## src/rtl/diagonal_deskew.sv

```systemverilog
`default_nettype none
// +--------------------------------------------------------------------------+
// | diagonal_deskew: realigns skewed diagonal lanes into rows, buffered in a |
// | small valid/ready FIFO.                            Revision: 1.0         |
// +--------------------------------------------------------------------------+
module diagonal_deskew #(
    parameter int LANES      = 3,
    parameter int LANE_W     = 16,
    parameter int FIFO_DEPTH = 4
) (
    input  logic        clock,
    input  logic        reset_n,
    input  logic        in_valid,
    input  logic [47:0] input_diagonal,
    input  logic        in_last,
    output logic        out_valid,
    input  logic        out_ready,
    output logic [47:0] output_row,
    output logic        out_last,
    output logic        overflow,
    output logic        err_short
);

    localparam int c_cnt_w = (LANES > 1) ? $clog2(LANES) : 1;
    localparam int c_ptr_w = (FIFO_DEPTH > 1) ? $clog2(FIFO_DEPTH) : 1;
    localparam int c_occ_w = c_ptr_w + 1;
    localparam logic [c_cnt_w-1:0] c_fill_done = c_cnt_w'(LANES - 1);
    localparam logic [c_occ_w-1:0] c_full_occ  = c_occ_w'(FIFO_DEPTH);

    logic [47:0]        w_row;
    logic               w_row_done;
    logic               w_short;
    logic               w_pop;
    logic               w_full;
    logic               w_push;
    logic [48:0]        w_head;

    logic [c_cnt_w-1:0] fill_cnt_q, fill_cnt_d;
    logic [c_ptr_w-1:0] wr_ptr_q,   wr_ptr_d;
    logic [c_ptr_w-1:0] rd_ptr_q,   rd_ptr_d;
    logic [c_occ_w-1:0] occ_q,      occ_d;
    logic               overflow_q, overflow_d;
    logic               err_short_q, err_short_d;
    logic [48:0]        mem_q [FIFO_DEPTH];
    logic [48:0]        mem_d [FIFO_DEPTH];

    // Lane k is held back LANES-1-k valid beats; the top lane bypasses the delay.
    for (genvar k = 0; k < LANES; k++) begin : g_lane
        if (k == LANES - 1) begin : g_direct
            assign w_row[k*LANE_W +: LANE_W] = input_diagonal[k*LANE_W +: LANE_W];
        end else begin : g_delay
            localparam int c_depth = LANES - 1 - k;
            logic [LANE_W-1:0] dly_q [c_depth];
            logic [LANE_W-1:0] dly_d [c_depth];

            always_comb begin
                for (int s = 0; s < c_depth; s++) begin
                    dly_d[s] = dly_q[s];
                end
                if (in_valid) begin
                    if (in_last) begin
                        for (int s = 0; s < c_depth; s++) begin
                            dly_d[s] = '0;
                        end
                    end else begin
                        dly_d[0] = input_diagonal[k*LANE_W +: LANE_W];
                        for (int s = 1; s < c_depth; s++) begin
                            dly_d[s] = dly_q[s-1];
                        end
                    end
                end
            end

            always_ff @(posedge clock or negedge reset_n) begin
                if (!reset_n) begin
                    for (int s = 0; s < c_depth; s++) begin
                        dly_q[s] <= '0;
                    end
                end else begin
                    for (int s = 0; s < c_depth; s++) begin
                        dly_q[s] <= dly_d[s];
                    end
                end
            end

            assign w_row[k*LANE_W +: LANE_W] = dly_q[c_depth-1];
        end
    end

    assign w_row_done = in_valid && (fill_cnt_q == c_fill_done);
    assign w_short    = in_valid && in_last && (fill_cnt_q != c_fill_done);
    assign w_pop      = (occ_q != '0) && out_ready;
    assign w_full     = (occ_q == c_full_occ);
    // A pop on the same edge frees the slot the new row needs.
    assign w_push     = w_row_done && (!w_full || w_pop);

    always_comb begin
        fill_cnt_d = fill_cnt_q;
        if (in_valid) begin
            if (in_last) begin
                fill_cnt_d = '0;
            end else if (fill_cnt_q != c_fill_done) begin
                fill_cnt_d = fill_cnt_q + c_cnt_w'(1);
            end
        end
    end

    always_comb begin
        for (int i = 0; i < FIFO_DEPTH; i++) begin
            mem_d[i] = mem_q[i];
        end
        if (w_push) begin
            mem_d[wr_ptr_q] = {in_last, w_row};
        end
        wr_ptr_d    = wr_ptr_q + c_ptr_w'(w_push);
        rd_ptr_d    = rd_ptr_q + c_ptr_w'(w_pop);
        occ_d       = occ_q + c_occ_w'(w_push) - c_occ_w'(w_pop);
        overflow_d  = overflow_q | (w_row_done && w_full && !w_pop);
        err_short_d = err_short_q | w_short;
    end

    always_ff @(posedge clock or negedge reset_n) begin
        if (!reset_n) begin
            fill_cnt_q  <= '0;
            wr_ptr_q    <= '0;
            rd_ptr_q    <= '0;
            occ_q       <= '0;
            overflow_q  <= 1'b0;
            err_short_q <= 1'b0;
            for (int i = 0; i < FIFO_DEPTH; i++) begin
                mem_q[i] <= '0;
            end
        end else begin
            fill_cnt_q  <= fill_cnt_d;
            wr_ptr_q    <= wr_ptr_d;
            rd_ptr_q    <= rd_ptr_d;
            occ_q       <= occ_d;
            overflow_q  <= overflow_d;
            err_short_q <= err_short_d;
            for (int i = 0; i < FIFO_DEPTH; i++) begin
                mem_q[i] <= mem_d[i];
            end
        end
    end

    assign w_head     = mem_q[rd_ptr_q];
    assign out_valid  = (occ_q != '0);
    assign output_row = w_head[47:0];
    assign out_last   = w_head[48];
    assign overflow   = overflow_q;
    assign err_short  = err_short_q;

endmodule
`default_nettype wire

```

## config.mk

```make
export PLATFORM = sky130hd
export DESIGN_NAME = diagonal_deskew
export DESIGN_NICKNAME = d
export VERILOG_FILES = /design/src/rtl/diagonal_deskew.sv
export SDC_FILE = /design/constraint.sdc
export NUM_CORES = 1
export LEC_CHECK = 0
export ABC_AREA = 0
export BUFFER_PORTS_ARGS = -buffer_cell sky130_fd_sc_hd__buf_4
export CAP_MARGIN = 40
export CORE_MARGIN = 1.5
export CORE_UTILIZATION = 55
export DETAILED_ROUTE_END_ITERATION = 7
export MAX_ROUTING_LAYER = met4
export PLACE_DENSITY = 0.75
export SETUP_SLACK_MARGIN = 0.1
export SYNTH_ARGS = -nofsm -noshare
export SYNTH_HDL_FRONTEND = slang
export SYNTH_SLANG_ARGS = --single-unit
```

## constraint.sdc

```tcl
create_clock -name clock -period 3 [get_ports clock]
set_clock_uncertainty 0.1 [all_clocks]
set_input_delay 0.15 -clock clock [delete_from_list [all_inputs] [get_ports clock]]
set_output_delay 0.15 -clock clock [all_outputs]
set_load 0.02 [all_outputs]
```

# --- After elaboration in Yosys (flattened, before gate mapping) ---
# Index checks and enable logic that the tools add are counted.
totals:
  ff_bits: 255
  latch_bits: 0
  mem_bits_rw: 0
  romBits: 0
  in_bits: 53
  output_inout_bits: 52
  word_cells: 52
  mem_count: 0
classes:
  n_addsub: 5
  n_mul: 0
  div: 0
  n_lt_le_gt_ge: 3
  n_eq_ne: 3
  n_shift: 0
  muxes: 10
  n_bitwise: 4
  n_reduce_logical: 14
op_table:
  columns: ["op", "count"]
  rows:
  - ["$bwmux 196", 1]
  - ["$mux 49", 3]
  - ["$bmux 49 s2", 1]
  - ["$demux 49 s2", 1]
  - ["$mux 32", 1]
  - ["$mux 16", 1]
  - ["$logic_and 1x1->1", 8]
  - ["$ge 3x3->1 const B", 2]
  - ["$not 2->3", 2]
  - ["$add 2x1->2", 2]
  - ["$mux 2", 2]
  - ["$add 3x1->3", 1]
  - ["$eq 3x3->1 const B", 1]
  - ["$lt 3x1->1 const B", 1]
  - ["$reduce_bool 3->1", 1]
  - ["$sub 3x1->3", 1]
  - ["$add 2x1->2 const B", 1]
  - ["$eq 2x2->1 const B", 1]
  - ["$logic_not 1->1", 2]
  - ["$ne 2x2->1 const B", 1]
  - ["$or 1x1->1", 2]
  - ["$reduce_and 2->1", 1]
  - ["$reduce_bool 2->1", 1]
  - ["$logic_or 1x1->1", 1]

# --- Depth between registers and ports, before layout ---
# Gate-level depths: netlist (run 1).
depth:
  word_depth: 6
  depth_mapped: 9
  depth_no_buf: 9

# --- Worst setup path before layout (run 1) ---
# No wires, ideal clock.
synth_path:
  kind: "reg-to-reg"
  startpoint: "register fill_cnt_q[0]"
  endpoint: "register mem_q[183] in the netlist's numbering"
  arrival_time_ps: 1922
  required_time_ps: 2775
  setup_slack_ps: 853
  path_stages_with_launch: 9
  n_path_buf: 3
  period_less_slack_ps: 2147
  cell_sequence: "dfrtp_1 -> inv_1 -> ha_1 -> nand2_1 -> or4_1 -> clkbuf_1 -> buf_6 -> buf_6 -> mux2_4"
synth_between:
  elab_chain_cells: 3
synth_lines:
  columns: ["element", "line", "source"]
  rows:
  - ["start: declaration", "38", "logic [c_cnt_w-1:0] fill_cnt_q, fill_cnt_d;"]
  - ["start signal: assignment", "134", "fill_cnt_q <= fill_cnt_d;"]
  - ["$eq 2x2->1", "90", "assign w_row_done = in_valid && (fill_cnt_q == c_fill_done);"]
  - ["$logic_and 1x1->1", "90", null]
  - ["$logic_and 1x1->1", "95", "assign w_push = w_row_done && (!w_full || w_pop);"]
  - ["end signal: indexed assignment", "141", "mem_q[i] <= mem_d[i];"]
  - ["end: declaration", "44", "logic [48:0] mem_q [FIFO_DEPTH];"]
# No other way between the ends.
# A chain may end at the register's enable or synchronous reset.

# --- Worst setup path in the final report (run 1) ---
layout_path:
  startpoint: "register fill_cnt_q[0]"
  endpoint: "register mem_q[185] in the netlist's numbering"
# The elaborated chain is that of the path after synthesis.

==> run metrics, run 1 <==
status=finished clean; sequential share of power=approximately two fifths; ys async rst share=100%; Crit Path Class=flop to flop; Power Density=940 nW/um^2; Post-synth EDFFs=0; crit-path leading delay family=simple AND/OR/NAND/NOR gates; initial antenna violation count=0; most common cell in the synthesized netlist=dfrtp_1; WP data required=around 3.3 ns; GP Congestion=0.736; Lkg Pwr=6.41 nW; part of the power in the clock network=a little over a quarter; mapped cell area=10,800 sq um; Worst path depth=6; Area Overhead vs Synth=23.8%; die area=20,600 sq um; CP max FO=32; switching share of power=30.0%; critical path endpoint category=flop; # DRC=0; Place WS=0.400 ns; setup TNS=0 ns; Slew @ Worst Pin=between 0.6 and 0.7 ns; first-pass GRT wire length=approximately 37,000 microns; reg2reg path depth=6; root buf cell=clkbuf_16; ratio of final minimum period to clock period=87.9%; Yosys cell types=29; Post-Synth XOR/XNOR Area=less than 1%; Clock Pin Slew Worst Setup and Hold Paths=0.06 ns; Clock Tree Buf Depth=3; worst IR drop on VDD=620 uV; antenna fix cells=0; post-cts sizing count=0; Routed Wire Length=22,600 microns; Mapped Cells=between 700 and 800; die height=143 microns; fraction of layout cells with a size suffix above 1=a little under half; relative slew slack=56.5%; Die Wd=143 microns; total track usage=23.8%; switching power total=3.78 mW; Compound-Gate Fraction of Synth Area=2.60%; hold crit path type=input port to async pin; DRT Pass-1 Iters=4; commonest cells in the netlist=dfrtp_1, mux2_2, inv_1; WL/cell=19.3 microns; fin crit period=2.64 ns; total core area=about 19,000 sq um; CTS tree=yes; Seq/Total Area, Yosys=58.9%; Syn Nets=782; logic gate share of total power=32.3%; Yosys top cell area share=58.9%; crit path DAT=between 2 and 3 ns; remaining antenna violation count after routing=0; FMAX=0.379 GHz; RSZ-0062 raised after global routing=false; post-synthesis average cell area=between 10 and 15 sq um; Startpoint Class=flop; multiplexer share of the synthesized area=roughly 31%; simple-gate share of the synthesized area=2.75%; max_cap viols=0; port buffer count=approximately 100; DR iter-0 viols=310; final setup vio count=0; I/O Pins=105; slowest stage delay, CP=0.81 ns; synth warn=0; Buf/Inv on CP=2; DR vias/cell=~5.4; largest area contributor in the netlist=dfrtp_1; initial cell density of the core=55.9%; Inserted Clock Buffers=27; main area contributors after synthesis=dfrtp_1, mux2_2, mux4_2; Final Max Tran Viols=0; PnR worst setup slack=roughly 0.36 ns; largest net degree at the start of global routing=84; Most used DFF post-synth=dfrtp_1; vias in the first global route=7,029; Clock Latency Late Sink=0.54 ns; Power Internal=8.83 mW; total gr overflow=0; Detail Placement HPWL=13,800 microns; H-tree depth=1; fin util=69.2%; FP Rows=51; register bit total from synthesis=255; endpoints failing hold=0; clock sinks=255; CP max-delay cell=or4_2; DR vias=6,361; ordered list of cells on the worst path=inv_1 > ha_1 > nand2_1 > or4_2 > buf_12 > mux2_4; main combinational cell family by area after synthesis=multiplexers; # nets final=946; Adder-Cell Fraction of Synth Area=0.531%
==> power groups by stage <==
| stage | combinational [mW] | sequential [mW] | clock (mW) |
|---|---|---|---|
| 3_3_place_gp | 3.95 | 5.18 | 0 |
| 5_1_grt | 4.35 | 5.37 | 3.51 |
| 4_1_cts | 4.12 | 5.23 | 3.38 |
| 6_report | 4.08 | 5.22 | 3.32 |
| 3_5_place_dp | 4.05 | 5.28 | 0 |
| 2_1_floorplan | 2.91 | 4.94 | 0 |
==> sequential cells by signal (all words and copies together) (netlist names) <==
signal,flops
rd_ptr_q,2
wr_ptr_q,2
overflow,1
mem_q,196
err_short,1
occ_q,3
fill_cnt_q,2
g_lane.g_delay.dly_q,48
==> worst paths after layout <==
check / start / endpoint / slack (ns)
max reg2reg: fill_cnt_q[0]$_DFFE_PN0P_ / mem_q[185]$_DFFE_PN0P_ / 0.36
min reg2reg: err_short$_DFF_PN0_ / err_short$_DFF_PN0_ / 0.38
max: fill_cnt_q[0]$_DFFE_PN0P_ / mem_q[185]$_DFFE_PN0P_ / 0.36
min: reset_n / mem_q[136]$_DFFE_PN0P_ / 0.09
max in group asynchronous: reset_n / mem_q[114]$_DFFE_PN0P_ / 1.83
min in group clock: input_diagonal[27] / g_lane[1].g_delay.dly_q[11]$_DFFE_PN0P_ / 0.26
==> layout by cell type, fill, tap and decap left out, types with 2 or more instances in the layout <==
| cell type | Yosys | final |
|---|---|---|
| nor4b_4 | 1 | 3 |
| inv_1 | 53 | 53 |
| clkbuf_8 | 0 | 7 |
| nor2_1 | 2 | 2 |
| dfrtp_1 | 255 | 253 |
| a21oi_1 | 2 | 2 |
| mux2_4 | 10 | 10 |
| dlygate4sd3_1 | 0 | 53 |
| nand2_1 | 51 | 51 |
| o22ai_1 | 3 | 3 |
| o21ai_0 | 47 | 47 |
| buf_12 | 0 | 4 |
| mux4_2 | 49 | 49 |
| nor3b_1 | 2 | 2 |
| bufinv_16 | 0 | 2 |
| clkinv_2 | 0 | 4 |
| buf_4 | 3 | 122 |
| xnor2_1 | 4 | 4 |
| mux2_2 | 186 | 186 |
| clkbuf_1 | 18 | 7 |
| ha_1 | 3 | 3 |
| a31o_2 | 2 | 2 |
| clkbuf_16 | 0 | 27 |
==> timing repair <==
action                                 CTS  global route
endpoints found under the hold margin  185             0
setup endpoints to repair                0             0
buffers inserted                         0             0
hold buffers                            53             0
==> through the flow <==
step           instances  total power [mW]  hold slack [ns]  cell area [sq um]
6_report            1174              12.6           0.0853              13400
5_1_grt             1174              13.2            0.152              13400
4_1_cts             1174              12.7            0.135              13400
3_5_place_dp        1072              9.33           0.0849              12000
3_3_place_gp        1072              9.12           0.0763              12000
2_1_floorplan        725              7.85           -0.246              10800
==> layout make-up <==
class                      count  area, sq um
multi-input combinational    372         4070
timing repair buffer         180         1540
clock buffer                  41          798
clock inverter                 8         96.3
tap                          265          332
sequential                   255         6390
fill                        1347         5980
inverter                      53          199
==> logic make-up (layout without fill, tap and decap cells) <==
group | after synthesis | after routing
muxes | 246 | 246
adders and majority gates | 4 | 4
xor gates and xnor gates | 5 | 5
buffers and inverters | 98 | 282
AOI/OAI and AO/OA | 54 | 54
DFF | 255 | 255
and+or+nand+nor | 63 | 63
==> metal layers <==
| metal | track usage (%) | routed length (microns) |
|---|---|---|
| met1 | 30.9 | 10100 |
| met2 | 39.6 | 11200 |
| met3 | 3.80 | 797 |
| met4 | 5.85 | 498 |
| met5 | - | 0 |
==> worst register-to-register path: cells and delay by family (launching register included) <==
family | cells | cell delay [ns]
simple gates | 2 | 1.04
flops | 1 | 0.39
buf+inv | 2 | 0.36
mux | 1 | 0.34
fa+ha+maj | 1 | 0.28
Note: power is estimated with default switching activity, not from simulation.
==> run 2, diff against run 1 <==
Settings changed: CORE_UTILIZATION 55 to 45, PLACE_DENSITY 0.75 to default.
==> run 2 against run 1 <==
Sequential share of layout area rose by 0.12 points. Power is 2.6% lower. Routed wire length rose by 3.5%. Final area is 0.24% lower. Clock power down 10%. Hold slack got worse by 0.047 ns. Critical endpoint is now output_row[15]. Clock-buffer cell count down 4. Cell count rose by 3.9%. Die area rose by 22%.
==> run metrics, run 2 (synthesis gave the netlist of run 1 again) <==
status=finished clean; die area=25,000 sq um; Inserted Clock Buffers=27; initial antenna violation count=0; Routed Wire Length=23,400 microns; I/O Pins=105; Filler Cells Inserted=1,900; Clock Latency Late Sink=0.53 ns; ordered list of cells on the worst path=buf_4 > mux4_2 > buf_4; Clock Pin Slew Worst Setup and Hold Paths=0.06 ns; worst IR drop on VDD=roughly 540 uV; Post-DP Area=12,100 sq um; Reg with most FFs=mem_q; largest net degree at the start of global routing=72; slowest stage delay, CP=0.64 ns; reg2reg path depth=6; final cell count without fillers=1,220; CTS tree=yes; GP Congestion=approximately 0.72; CP max FO=15; Die Wd=158 microns; RSZ-0062 raised after global routing=false; port buffer count=104; Power Density=917 nW/um^2; Crit Path Class=flop to primary output; reg2reg end=mem_q[191]$_DFFE_PN0P_; clock sinks=255; FF-to-FF Start=fill_cnt_q[0]$_DFFE_PN0P_; initial cell density of the core=46.0%; fraction of layout cells with a size suffix above 1=46.1%; final setup vio count=0; DP Cell Count=1,124; setup TNS=0 ns; # nets final=between 900 and 1,000; remaining antenna violation count after routing=0; FMAX=a little under 0.4 GHz; Lkg Pwr=approximately 6.3 nW; antenna fix cells=0; Buf/Inv on CP=2; commonest non-fill, non-tap cell in the layout=dfrtp_1; root buf cell=clkbuf_16; max reg flops=196; die height=158 microns; # DRC=0; vias in the first global route=7,079; crit path DAT=2.29 ns; first-pass GRT wire length=38,000 microns; max_cap viols=0; reg-to-reg setup timing slack=roughly 0.47 ns; DR vias=6,300; H-tree depth=1; Area Overhead vs Synth=23.5%; DRT Pass-1 Iters=4; most frequent CP cell=buf_4; fin util=about 57%; fin crit period=between 2 and 3 ns; Detail Placement HPWL=14,300 microns; hold crit path type=input port to async pin; endpoints failing hold=0; Slew @ Worst Pin=0.590 ns; DR vias/cell=5.16; Startpoint Class=flop; Clock Tree Buf Depth=3; WP data required=2.75 ns; total track usage=approximately a fifth; total core area=23,500 sq um; Final Max Tran Viols=0; most frequent cells in the layout=dfrtp_1, mux2_2, buf_4; crit-path leading delay family=flip-flops; DR iter-0 viols=~280; FP Rows=56; relative slew slack=60.7%; Final Cell Area=13,400 sq um; WL/cell=approximately 19 microns; total gr overflow=0; critical path endpoint category=primary output; ratio of final minimum period to clock period=84.6%; CP max-delay cell=dfrtp_4; largest registers=mem_q (196), g_lane.g_delay.dly_q (48), occ_q (3)
run 2: cell types whose count changed in the layout (fill, tap and decap cells not counted), moves of 2 or more:
| cell | change |
|---|---|
| buf_4 | -3 |
| bufinv_16 | -2 |
| clkbuf_8 | -3 |
| dlygate4sd3_1 | +2 |
run 2: routing by layer:
layer  vias up  global-route usage (%)  routed length, microns
li1       2872                       -                       -
met4         0                    4.36                     431
met5         -                       -                       0
met1      3297                    25.9                   10200
met3        35                    2.98                     805
met2        96                    34.9                   12000
run 2: worst register-to-register path: stages, from the launching register on:
cell and delay [ns]:
dfrtp_1 0.39, inv_1 0.08, ha_1 0.27, nand2_1 0.24
or4_2 0.61, buf_4 0.33, mux2_4 0.37
run 2: cell type report:
type                            instances  area (sq um)  share of cell area (%)
Clock inverter                          4          23.8                   0.178
Timing Repair Buffer                  180          1560                    11.6
Tap cell                              319           399                    2.98
Inverter                               53           199                    1.49
Sequential cell                       255          6390                    47.7
Multi-Input combinational cell        372          4070                    30.4
Clock buffer                           37           753                    5.63
run 2: where the power goes:
part	total, mW	internal [mW]	switching (mW)
logic	4.11	2.32	1.80
registers	5.20	4.52	0.680
clock network	2.98	1.72	1.25
total	12.3	8.56	3.73
run 2: through the flow:
step | hold WS [ns] | worst slack (ns) | power, mW
floorplan | -0.246 | 0.853 | 7.85
global placement | -0.00734 | 0.560 | 9.17
detailed placement | -0.000105 | 0.496 | 9.38
CTS | 0.0519 | 0.395 | 12.5
global route | 0.0728 | 0.316 | 13.0
finish | 0.0382 | 0.463 | 12.3
run 2: how the worst max path moves through the flow:
stage	start	end	slack [ns]	cells past startpoint
after global routing	fill_cnt_q[0]$_DFFE_PN0P_	mem_q[186]$_DFFE_PN0P_	0.32	6
after global placement	fill_cnt_q[0]$_DFFE_PN0P_	mem_q[183]$_DFFE_PN0P_	0.56	6
final	rd_ptr_q[0]$_DFF_PN0_	output_row[15]	0.46	3
after detailed placement	fill_cnt_q[0]$_DFFE_PN0P_	mem_q[189]$_DFFE_PN0P_	0.50	6
after CTS	rd_ptr_q[0]$_DFF_PN0_	output_row[18]	0.40	3
after floorplan	fill_cnt_q[0]$_DFFE_PN0P_	mem_q[183]$_DFFE_PN0P_	0.85	8
run 2: repair_timing:
action,in CTS,in global routing
gates resized for setup,0,0
setup buffers,0,0
hold endpoints to repair,329,0
hold buffers,55,0
==> run 3, diff against run 2 <==
Clock period 3 ns to 2.5 ns, I/O delays scaled along.
==> run 3 against run 2 <==
Final area rose by 2.6%. Clock-buffer cell count rose by 5. Via count rose by 1.5%. Critical endpoint is now output_row[10]. Largest power group unchanged. Register-to-register slack got worse by 0.18 ns. Sequential share of layout area fell by 1.2 points. Cell count rose by 1.1%. Die area did not move. Setup slack got worse by 0.24 ns.
==> run metrics, run 3 (synthesis gave the netlist of run 1 again) <==
relative slew slack=56.3%; Die Wd=~160 microns; # DRC=0; Routed Wire Length=23,200 microns; Final Max Tran Viols=0; H-tree depth=1; vias in the first global route=7,011; total core area=23,500 sq um; fin crit period=between 2 and 2.5 ns; Crit Path Class=flop to primary output; status=finished clean; overall power=15.7 mW; RSZ-0062 raised after global routing=false; DR iter-0 viols=272; CTS tree=yes; die area=25,000 sq um; commonest non-fill, non-tap cell in the layout=dfrtp_1; Slew @ Worst Pin=0.656 ns; max reg flops=196; Reg with most FFs=mem_q; Lkg Pwr=6.48 nW; die height=about 160 microns; initial antenna violation count=0; fin util=58.3%; antenna fix cells=0; final setup vio count=0; Place WS=about 0.19 ns; port buffer count=104; DR vias/cell=a little over 5; WL/cell=18.8 microns; Final Cell Area=13,700 sq um; Area Overhead vs Synth=26.7%; Clock Pin Slew Worst Setup and Hold Paths=0.06 ns; remaining antenna violation count after routing=0; final cell count without fillers=1,234; Clock Tree Buf Depth=3; largest registers=mem_q (196), g_lane.g_delay.dly_q (48), occ_q (3); most frequent cells in the layout=dfrtp_1, mux2_2, buf_4; Startpoint Class=flop; initial cell density of the core=about 46%; max_cap viols=0; Clock Latency Late Sink=0.53 ns; clock sinks=roughly 260; total gr overflow=0; Inserted Clock Buffers=28; hold crit path type=input port to async pin; WP data required=between 2 and 2.5 ns; critical path endpoint category=primary output; Detail Placement HPWL=~14,000 microns; Filler Cells Inserted=between 1,500 and 2,000; worst IR drop on VDD=526 uV; DRT Pass-1 Iters=4; FP Rows=56; DR vias=6,397; ratio of final minimum period to clock period=around nine tenths; DP Cell Count=~1,100; FMAX=0.440 GHz; root buf cell=clkbuf_16; endpoints failing hold=0; I/O Pins=roughly 110; setup TNS=0 ns; fraction of layout cells with a size suffix above 1=approximately 47%; crit path DAT=between 2 and 2.5 ns; PnR worst setup slack=0.226 ns; total track usage=between 10% and 20%; Post-DP Area=12,100 sq um; # nets final=950; Power Density=1140 nW/um^2; hold slack=0.0637 ns; CP max FO=21; GP Congestion=0.756; largest net degree at the start of global routing=83; first-pass GRT wire length=37,500 microns
## run 3: cell count changes in the layout (fill, tap and decap cells not counted), sizes merged
cell,previous run,this run
clkinvlp,0,2
bufinv,0,5
dlygate4sd3,55,56
clkbuf,37,42
inv,54,53
buf,125,127
## run 3: layer usage
metal  up-vias  GRT usage (%)  wire length [microns]
li1       2893              -                      -
met1      3339           26.1                  10500
met2       131           32.3                  11300
met3        34           3.45                   1020
met4         0           4.98                    377
met5         -              -                      0
## run 3: final timing paths
path	from	endpoint	slack, ns	cells past startpoint
setup / recovery	rd_ptr_q[0]$_DFF_PN0_	output_row[10]	0.23	3
hold / removal	reset_n	mem_q[136]$_DFFE_PN0P_	0.06	2
setup reg to reg	fill_cnt_q[0]$_DFFE_PN0P_	mem_q[171]$_DFFE_PN0P_	0.29	6
hold reg to reg	overflow$_DFF_PN0_	overflow$_DFF_PN0_	0.38	1
max in group asynchronous	reset_n	mem_q[17]$_DFFE_PN0P_	1.43	3
min in group clock	input_diagonal[13]	g_lane[0].g_delay.dly_q[29]$_DFFE_PN0P_	0.24	4
## run 3: cell type report
type / count / area, sq um / share of cell area, %
inverter: 53 / 199 / 1.45
timing repair buffer: 183 / 1650 / 12.0
clock inverter: 10 / 180 / 1.31
multi-input combinational: 372 / 4090 / 29.8
sequential: 255 / 6390 / 46.5
tap: 319 / 399 / 2.91
clock buffer: 42 / 825 / 6.00
## run 3: worst max-delay path: stages (launching register included)
cell	delay (ns)
dfrtp_4	0.50
buf_12	0.24
mux4_2	0.58
buf_4	0.18
## run 3: repair_timing
| item | 4_1_cts | 5_1_grt |
|---|---|---|
| gates resized for setup | 0 | 5 |
| hold endpoints to repair | 193 | 0 |
| endpoints found under the setup margin | 0 | 53 |
| setup buffers | 0 | 4 |
| hold buffers | 56 | 0 |
## run 3: power breakdown
group,internal [mW],switching (mW)
registers,5.42,0.741
clock network,2.78,1.62
logic,2.89,2.26
total,11.1,4.62
